[src/rtl/alu_operand_entry_if.sv]
// ALU command bus between the operand entry front end (writer) and the
// `operations` ALU (reader). The writer owns every signal on the bus.
interface alu_operand_entry_if;

  localparam int unsigned OPND_W = 6;
  localparam int unsigned OP_W   = 3;

  logic [OPND_W-1:0] A;          // operand A
  logic [OPND_W-1:0] B;          // operand B
  logic [OP_W-1:0]   control;    // op code
  logic              cmd_valid;  // one-cycle commit strobe, aligned with a new control

  // Writer side: operand entry block
  modport master (
    output A,
    output B,
    output control,
    output cmd_valid
  );

  // Reader side: ALU
  modport slave (
    input A,
    input B,
    input control,
    input cmd_valid
  );

endinterface : alu_operand_entry_if

[src/rtl/alu_operand_entry.sv]
// Switch/push-button command entry for the `operations` ALU.
// The user keys operand A, operand B and the op code in turn; every debounced
// button press advances one field, and committing the op code pulses cmd_valid.
// Optional feature macro: SIGN_MAG_ENTRY_EN -- when defined the operand
// switches are read as sign/magnitude (sw[5] sign, sw[4:0] magnitude) and
// converted to two's complement; otherwise sw is taken as raw two's complement.
module alu_operand_entry #(
  parameter int unsigned DEBOUNCE_CYCLES = 16,  // stable samples to accept a level change, >= 2
  parameter int unsigned CNT_WIDTH       = 8    // issued-command counter width
) (
  input  logic                 clock,
  input  logic                 reset,      // asynchronous, active-low
  input  logic [5:0]           sw,
  input  logic [2:0]           op_sw,
  input  logic                 btn,        // raw, bouncing, active-high
  alu_operand_entry_if.master  alu,
  output logic [1:0]           stage,
  output logic [CNT_WIDTH-1:0] cmd_count
);

  localparam int unsigned OPND_W   = 6;
  localparam int unsigned OP_W     = 3;
  localparam int unsigned DEB_W    = (DEBOUNCE_CYCLES > 2) ? $clog2(DEBOUNCE_CYCLES) : 1;
  localparam logic [DEB_W-1:0] DEB_LAST = DEB_W'(DEBOUNCE_CYCLES - 1);

  typedef enum logic [1:0] {
    S_A    = 2'd0,
    S_B    = 2'd1,
    S_OP   = 2'd2,
    S_SHOW = 2'd3
  } state_e;

  // ---------------------------------------------------------------------------
  // Button path: synchronizer, debounce and press detection
  // ---------------------------------------------------------------------------
  logic             sync1_q;
  logic             sync2_q;
  logic             stable_q;
  logic             stable_d;
  logic [DEB_W-1:0] deb_cnt_q;
  logic [DEB_W-1:0] deb_cnt_d;
  logic             press_c;

  // Two-flop synchronizer for the asynchronous button
  always_ff @(posedge clock or negedge reset) begin
    if (!reset) begin
      sync1_q <= 1'b0;
      sync2_q <= 1'b0;
    end else begin
      sync1_q <= btn;
      sync2_q <= sync1_q;
    end
  end

  // Debounce: accept a new level only after it persists; the press event is
  // the cycle in which the stable level is about to rise, so the FSM commits
  // on the same edge that stable goes high and holding the button cannot retrigger.
  always_comb begin
    stable_d  = stable_q;
    deb_cnt_d = '0;
    press_c   = 1'b0;
    if (sync2_q != stable_q) begin
      if (deb_cnt_q == DEB_LAST) begin
        stable_d = sync2_q;
        press_c  = sync2_q;
      end else begin
        deb_cnt_d = deb_cnt_q + DEB_W'(1);
      end
    end
  end

  // Debounce state registers
  always_ff @(posedge clock or negedge reset) begin
    if (!reset) begin
      stable_q  <= 1'b0;
      deb_cnt_q <= '0;
    end else begin
      stable_q  <= stable_d;
      deb_cnt_q <= deb_cnt_d;
    end
  end

  // ---------------------------------------------------------------------------
  // Operand conversion from the switch encoding to two's complement
  // ---------------------------------------------------------------------------
  function automatic logic [OPND_W-1:0] to_operand(input logic [OPND_W-1:0] s);
`ifdef SIGN_MAG_ENTRY_EN
    logic [OPND_W-1:0] mag;
    mag = {1'b0, s[OPND_W-2:0]};
    // Negating a zero magnitude wraps back to zero, so -0 reads as 0.
    return s[OPND_W-1] ? (~mag + OPND_W'(1)) : mag;
`else
    return s;
`endif
  endfunction

  // ---------------------------------------------------------------------------
  // Entry FSM with registered bus outputs
  // ---------------------------------------------------------------------------
  state_e                state_q;
  logic [OPND_W-1:0]     a_q;
  logic [OPND_W-1:0]     b_q;
  logic [OP_W-1:0]       ctl_q;
  logic                  cmd_valid_q;
  logic [CNT_WIDTH-1:0]  cmd_count_q;

  // Advance one field per press; fields hold until their own commit edge
  always_ff @(posedge clock or negedge reset) begin
    if (!reset) begin
      state_q     <= S_A;
      a_q         <= '0;
      b_q         <= '0;
      ctl_q       <= '0;
      cmd_valid_q <= 1'b0;
      cmd_count_q <= '0;
    end else begin
      cmd_valid_q <= 1'b0;
      if (press_c) begin
        unique case (state_q)
          S_A: begin
            a_q     <= to_operand(sw);
            state_q <= S_B;
          end
          S_B: begin
            b_q     <= to_operand(sw);
            state_q <= S_OP;
          end
          S_OP: begin
            ctl_q       <= op_sw;
            cmd_valid_q <= 1'b1;
            cmd_count_q <= cmd_count_q + CNT_WIDTH'(1);
            state_q     <= S_SHOW;
          end
          S_SHOW: begin
            state_q <= S_A;
          end
          default: begin
            state_q <= S_A;
          end
        endcase
      end
    end
  end

  // Output mapping
  assign alu.A         = a_q;
  assign alu.B         = b_q;
  assign alu.control   = ctl_q;
  assign alu.cmd_valid = cmd_valid_q;
  assign stage         = state_q;
  assign cmd_count     = cmd_count_q;

endmodule : alu_operand_entry

[src/flat_wrapper.sv]
// flat-port wrapper written by rule: the top's interface ports become plain ports
module alu_operand_entry_flat 
#(
  parameter int unsigned DEBOUNCE_CYCLES = 16,                                                  
  parameter int unsigned CNT_WIDTH       = 8                                   
)
  (clock, reset, sw, op_sw, btn, stage, cmd_count, alu_A, alu_B, alu_control, alu_cmd_valid);
  alu_operand_entry_if alu_i ();
  input  logic clock;
  input  logic reset;
  input  logic [5:0] sw;
  input  logic [2:0] op_sw;
  input  logic btn;
  output logic [1:0] stage;
  output logic [CNT_WIDTH-1:0] cmd_count;
  output wire logic [$bits(alu_i.A)-1:0] alu_A;
  output wire logic [$bits(alu_i.B)-1:0] alu_B;
  output wire logic [$bits(alu_i.control)-1:0] alu_control;
  output wire logic [$bits(alu_i.cmd_valid)-1:0] alu_cmd_valid;
  assign alu_A = alu_i.A;
  assign alu_B = alu_i.B;
  assign alu_control = alu_i.control;
  assign alu_cmd_valid = alu_i.cmd_valid;
  alu_operand_entry #(.DEBOUNCE_CYCLES(DEBOUNCE_CYCLES), .CNT_WIDTH(CNT_WIDTH)) u_core (.clock(clock), .reset(reset), .sw(sw), .op_sw(op_sw), .btn(btn), .alu(alu_i), .stage(stage), .cmd_count(cmd_count));
endmodule
[config.mk]
export PLATFORM = sky130hd
export DESIGN_NAME = alu_operand_entry_flat
export DESIGN_NICKNAME = d
export VERILOG_FILES = /design/src/rtl/alu_operand_entry_if.sv /design/src/rtl/alu_operand_entry.sv /design/src/flat_wrapper.sv
export SDC_FILE = /design/constraint.sdc
export NUM_CORES = 1
export LEC_CHECK = 0
export BUFFER_PORTS_ARGS = -buffer_cell sky130_fd_sc_hd__buf_2
export CAP_MARGIN = 20
export CORE_MARGIN = 3
export CORE_UTILIZATION = 52
export DETAILED_ROUTE_END_ITERATION = 6
export PLACE_DENSITY = 0.89
export SLEW_MARGIN = 25
export SYNTH_ARGS = -nofsm -noshare
export SYNTH_HDL_FRONTEND = slang
export SYNTH_SLANG_ARGS = --single-unit
[constraint.sdc]
create_clock -name clock -period 2.4 [get_ports clock]
set_input_delay 0.12 -clock clock [delete_from_list [all_inputs] [get_ports clock]]
set_output_delay 0.12 -clock clock [all_outputs]
set_load 0.02 [all_outputs]
[After elaboration in Yosys (flattened, before gate mapping)]
Index checks and enable logic that the tools add are counted.
Word-level totals
  register bits: 33
  input bits: 12
  output and inout bits: 26
  logic and storage cells: 29
Cells by class
  add/sub/neg operators: 2
  eq/ne operators: 5
  multiplexer cells: 7
  reductions and logical operators: 5
Operators by type and width (count)
  8-bit by 1-bit adder with 8-bit output (second input constant): 1
  4-bit two-way mux: 2
  2-bit case mux with 4 select lines: 1
  2-bit AND reduction: 4
  4-bit by 1-bit adder with 4-bit output (second input constant): 1
  2-bit equality test (second input constant): 2
  4-bit equality test (second input constant): 1
  1-bit two-way mux: 4
  2-bit by 1-bit equality test with 1-bit output (second input constant): 1
  2-bit logical NOT: 1
  1-bit != test: 1

[Depth between registers and ports, before layout]
  depth after elaboration: 4
  depth in mapped cells: 5
  depth with buffers taken out: 5

[Worst setup path before layout]
No wires, ideal clock.
  path kind: reg-to-reg
  from: register u_core.state_q[0] (netlist: u_core.stage[0])
  to: register u_core.cmd_count_q[3] (netlist: u_core.cmd_count[3])
  setup time: 0.130 ns
  arrival time: 1.657 ns
  data required time: 2.270 ns
  slack: 0.612 ns
  cell stages (with the launch flop): 6
  path buffers: 0
  clock period less this slack: 1.788 ns
  cells stage by stage: dfrtp_1 > inv_1 > ha_1 > nand4_2 > or4b_4 > xnor2_2
Between the ends
  longest elaborated chain between the ends: 2
Ends and longest elaborated chain
  start, declared: RTL line alu_operand_entry.sv:100  | state_e state_q;
  start signal, assigned: RTL line alu_operand_entry.sv:110  | state_q <= S_A;
  start signal, assigned: RTL line alu_operand_entry.sv:122  | state_q <= S_B;
  start signal, assigned: RTL line alu_operand_entry.sv:126  | state_q <= S_OP;
  2-bit equality test: RTL line alu_operand_entry.sv:119  | unique case (state_q)
  2-bit AND reduction (no source line)
  end signal, assigned: RTL line alu_operand_entry.sv:131  | cmd_count_q <= cmd_count_q + CNT_WIDTH'(1);
  end, declared: RTL line alu_operand_entry.sv:105  | logic [CNT_WIDTH-1:0] cmd_count_q;
No other way between the ends.
A chain may end at the register's enable or synchronous reset.

[Final worst setup path]
Same ends and word-level chain as after synthesis.

==> results_dict.tcl <==
set metrics [dict create \
    status "complete, no violations" \
    crit_type "reg -> reg" \
    hp-class "in -> reg" \
    period_share_pct 76.91 \
    io_pins 38 \
    p_leak_nw 0.9605 \
    worstPathArrival_ns 2.08 \
    wl_per_cell_um 16.18 \
    post-place-ws_ns 0.5643 \
    port_buffers 37 \
    slew_headroom_pct 51.39 \
    tns_ns 0 \
    final-hold-violation-count 0 \
    ys_types 28 \
    p_per_area_nw_per_um2 570.3 \
    drtPass1Iterations 4 \
    drcViolationCount 0 \
    finalMaxSlewViolations 0 \
    clk_pin_slew_ns 0.10 \
    final_net_count 162 \
    routed_wl_um 2832 \
    cts_tree "done" \
    synth_area_per_cell_um2 15.17 \
    synth_area_um2 1501 \
    cts_buffers 5 \
    viasPerCell 5.423 \
    yosysTopAreaCellShare_pct 55.00 \
    antenna_found_initial 0 \
    grt_pass1_wl_um 4491 \
    hold_slack_ns 0.007782 \
    core_area_um2 2613 \
    fin_skew_ns 0.006864 \
    initial_utilization_pct 57.47 \
    num_antenna_cells 0 \
    grt_pass1_vias 958 \
    drt.antenna.violating_nets 0 \
    synth_edf_count 0 \
    rows 18 \
    syn2layout_area_growth_pct 20.25 \
    power_mw 1.030 \
    fillCellCount 186 \
    yosys.area.top_type "dfrtp_1" \
    place_congestion 0.7381 \
    insertion_delay_ns 0.34 \
    multi_input_area_um2 641.9 \
    ys_ff_latch 33 \
    synth_nets 117 \
    grt-ovfl-total 0 \
    async_flop_share_pct 100.0 \
    max_freq_ghz 0.5417 \
    crit_fanout 6 \
    worst_slew_pin_slew_ns 0.7292 \
    vias 949 \
    yosys-top-cells-area "dfrtp_1 (55%), mux2_4 (16%), ha_1 (5.0%), nand3_4 (3.5%), xnor2_1 (2.9%)" \
    syn_inst 99 \
    cts_root_buf "clkbuf_4" \
    finalSetupViolCount 0 \
    drive_above_1_share_pct 48.97 \
    required_ns 2.63 \
    grt_start_max_net_pins 34 \
    cp_slowest_stage_delay_ns 0.52 \
    crit_chain "inv_1 > ha_1 > nand4_2 > or4b_4 > xnor2_2" \
    cp.buffers_inverters 1 \
    drt_iter0_drc 13 \
    yosysWarnings 0 \
    die_x_um 59.74 \
    rsz0062_at_grt "false" \
    reg2reg_setup_slack_ns 0.55 \
    die_area_um2 3568 \
    critPathLaunchType "register" \
    min_period_ns 1.846 \
    cap_viol_max_count 0 \
    crit_family "simple AND/OR/NAND/NOR gates" \
    end_kind "register" \
    grt_usage_pct 17.51 \
    die_h_um 59.74 \
    seqCellArea_um2 825.8 \
    final_util_pct 69.11 \
    crit_slowest_cell "or4b_4" \
    cts_max_level 2 \
    worst_slack_ns 0.5541 \
    postCtsSetupBuffers 0 \
    dp_hpwl_um 2071 \
    ys_seq_area_share_pct 55.00 \
    max-vdd-ir-drop_uv 505.6 \
    ys.flop_type "dfrtp_1" \
    clock-sinks 33 \
    ctsLongestPathBuffers 2 \
]
-- layer usage --
| metal | global-route usage, % | vias to the layer above | share of wire, % |
|---|---|---|---|
| met4 | 8.544 | 0 | 2.3 |
| li1 | - | 442 | - |
| met2 | 29.01 | 30 | 51 |
| met3 | 4.968 | 7 | 6.2 |
| met1 | 20.70 | 470 | 40 |
| met5 | 0 | - | 0 |
-- cell usage after synthesis, types with 2 or more instances --
master / n
nand4b_1: 2
dfrtp_1: 33
nor2_1: 2
nor3_1: 2
nand4_1: 3
xor2_1: 3
ha_1: 6
nand3_4: 3
nand2_1: 2
inv_1: 4
a21oi_1: 2
xnor2_1: 5
mux2_4: 16
mux2_2: 2
-- area by class of cell --
type                            instances  area share [%]
Tap cell                               30           2.079
Clock inverter                          1          0.2772
Sequential cell                        33           45.74
Clock buffer                            7           3.604
Inverter                                4          0.8316
Multi-Input combinational cell         60           35.55
Timing Repair Buffer                   40           11.92
-- metrics by stage --
step,cell area [µm²],std cells
after floorplan,1501,99
after global placement,1705,164
after detailed placement,1705,164
after CTS,1795,174
after global routing,1805,175
final,1805,175
-- power breakdown --
group          total (mW)  switching [mW]  internal [mW]
registers           0.588          0.0136          0.574
clock network       0.356           0.187          0.170
logic              0.0858          0.0454         0.0404
total                1.03           0.246          0.784
-- path summary, 6_finish.rpt --
path	start	endpoint	depth (start not counted)
setup / recovery	u_core.stage[0]	u_core.cmd_count[3]	5
hold / removal	op_sw[2]	u_core.alu.control[2]	2
setup reg to reg	u_core.stage[0]	u_core.cmd_count[3]	5
hold reg to reg	u_core.sync1_q	u_core.sync2_q	0
max in group asynchronous	reset	u_core.alu.B[2]	2
min in group asynchronous	reset	u_core.alu.A[5]	2
-- flip-flops by register name, indices dropped and copies added, names as in the netlist --
| register | count |
|---|---|
| u_core.deb_cnt_q | 4 |
| u_core.cmd_count | 8 |
| u_core.alu.cmd_valid | 1 |
| u_core.stable_q | 1 |
| u_core.sync2_q | 1 |
| u_core.alu.A | 6 |
| u_core.alu.B | 6 |
| u_core.alu.control | 3 |
| u_core.sync1_q | 1 |
| u_core.stage | 2 |
-- cell families (layout without fill, tap and decap cells) --
logic type,Yosys count,after routing,synth area share (%)
AO/OA/AOI/OAI,3,3,0.9997
adder cells (fa/ha/maj),6,6,5.000
AND/OR/NAND/NOR,23,23,12.83
multiplexers,19,19,18.17
XOR/XNOR,9,9,5.750
flip-flops,33,33,55.00
buffers and inverters,6,52,2.250
-- worst register-to-register path, cell delays in order (launching register included) --
cell,delay (ns)
dfrtp_1,0.41
inv_1,0.14
ha_1,0.36
nand4_2,0.18
or4b_4,0.52
xnor2_2,0.14
-- placed cells by master, fill, tap and decap left out, drive strengths merged --
| cell | n |
|---|---|
| a21oi | 2 |
| and3 | 1 |
| and4b | 1 |
| buf | 37 |
| clkbuf | 7 |
| clkinv | 1 |
| dfrtp | 33 |
| dlygate4sd3 | 3 |
| ha | 6 |
| inv | 4 |
| mux2 | 18 |
| mux2i | 1 |
| nand2 | 2 |
| nand3 | 5 |
| nand4 | 4 |
| nand4b | 2 |
| nor2 | 2 |
| nor2b | 1 |
| nor3 | 2 |
| nor3b | 1 |
| nor4 | 1 |
| o21ai | 1 |
| or4b | 1 |
| xnor2 | 6 |
| xor2 | 3 |
-- what timing repair did --
action | CTS | global route
resized for setup | 0 | 0
hold buffers | 2 | 1
endpoints found under the hold margin | 34 | 1
(Power assumes the default switching activity.)
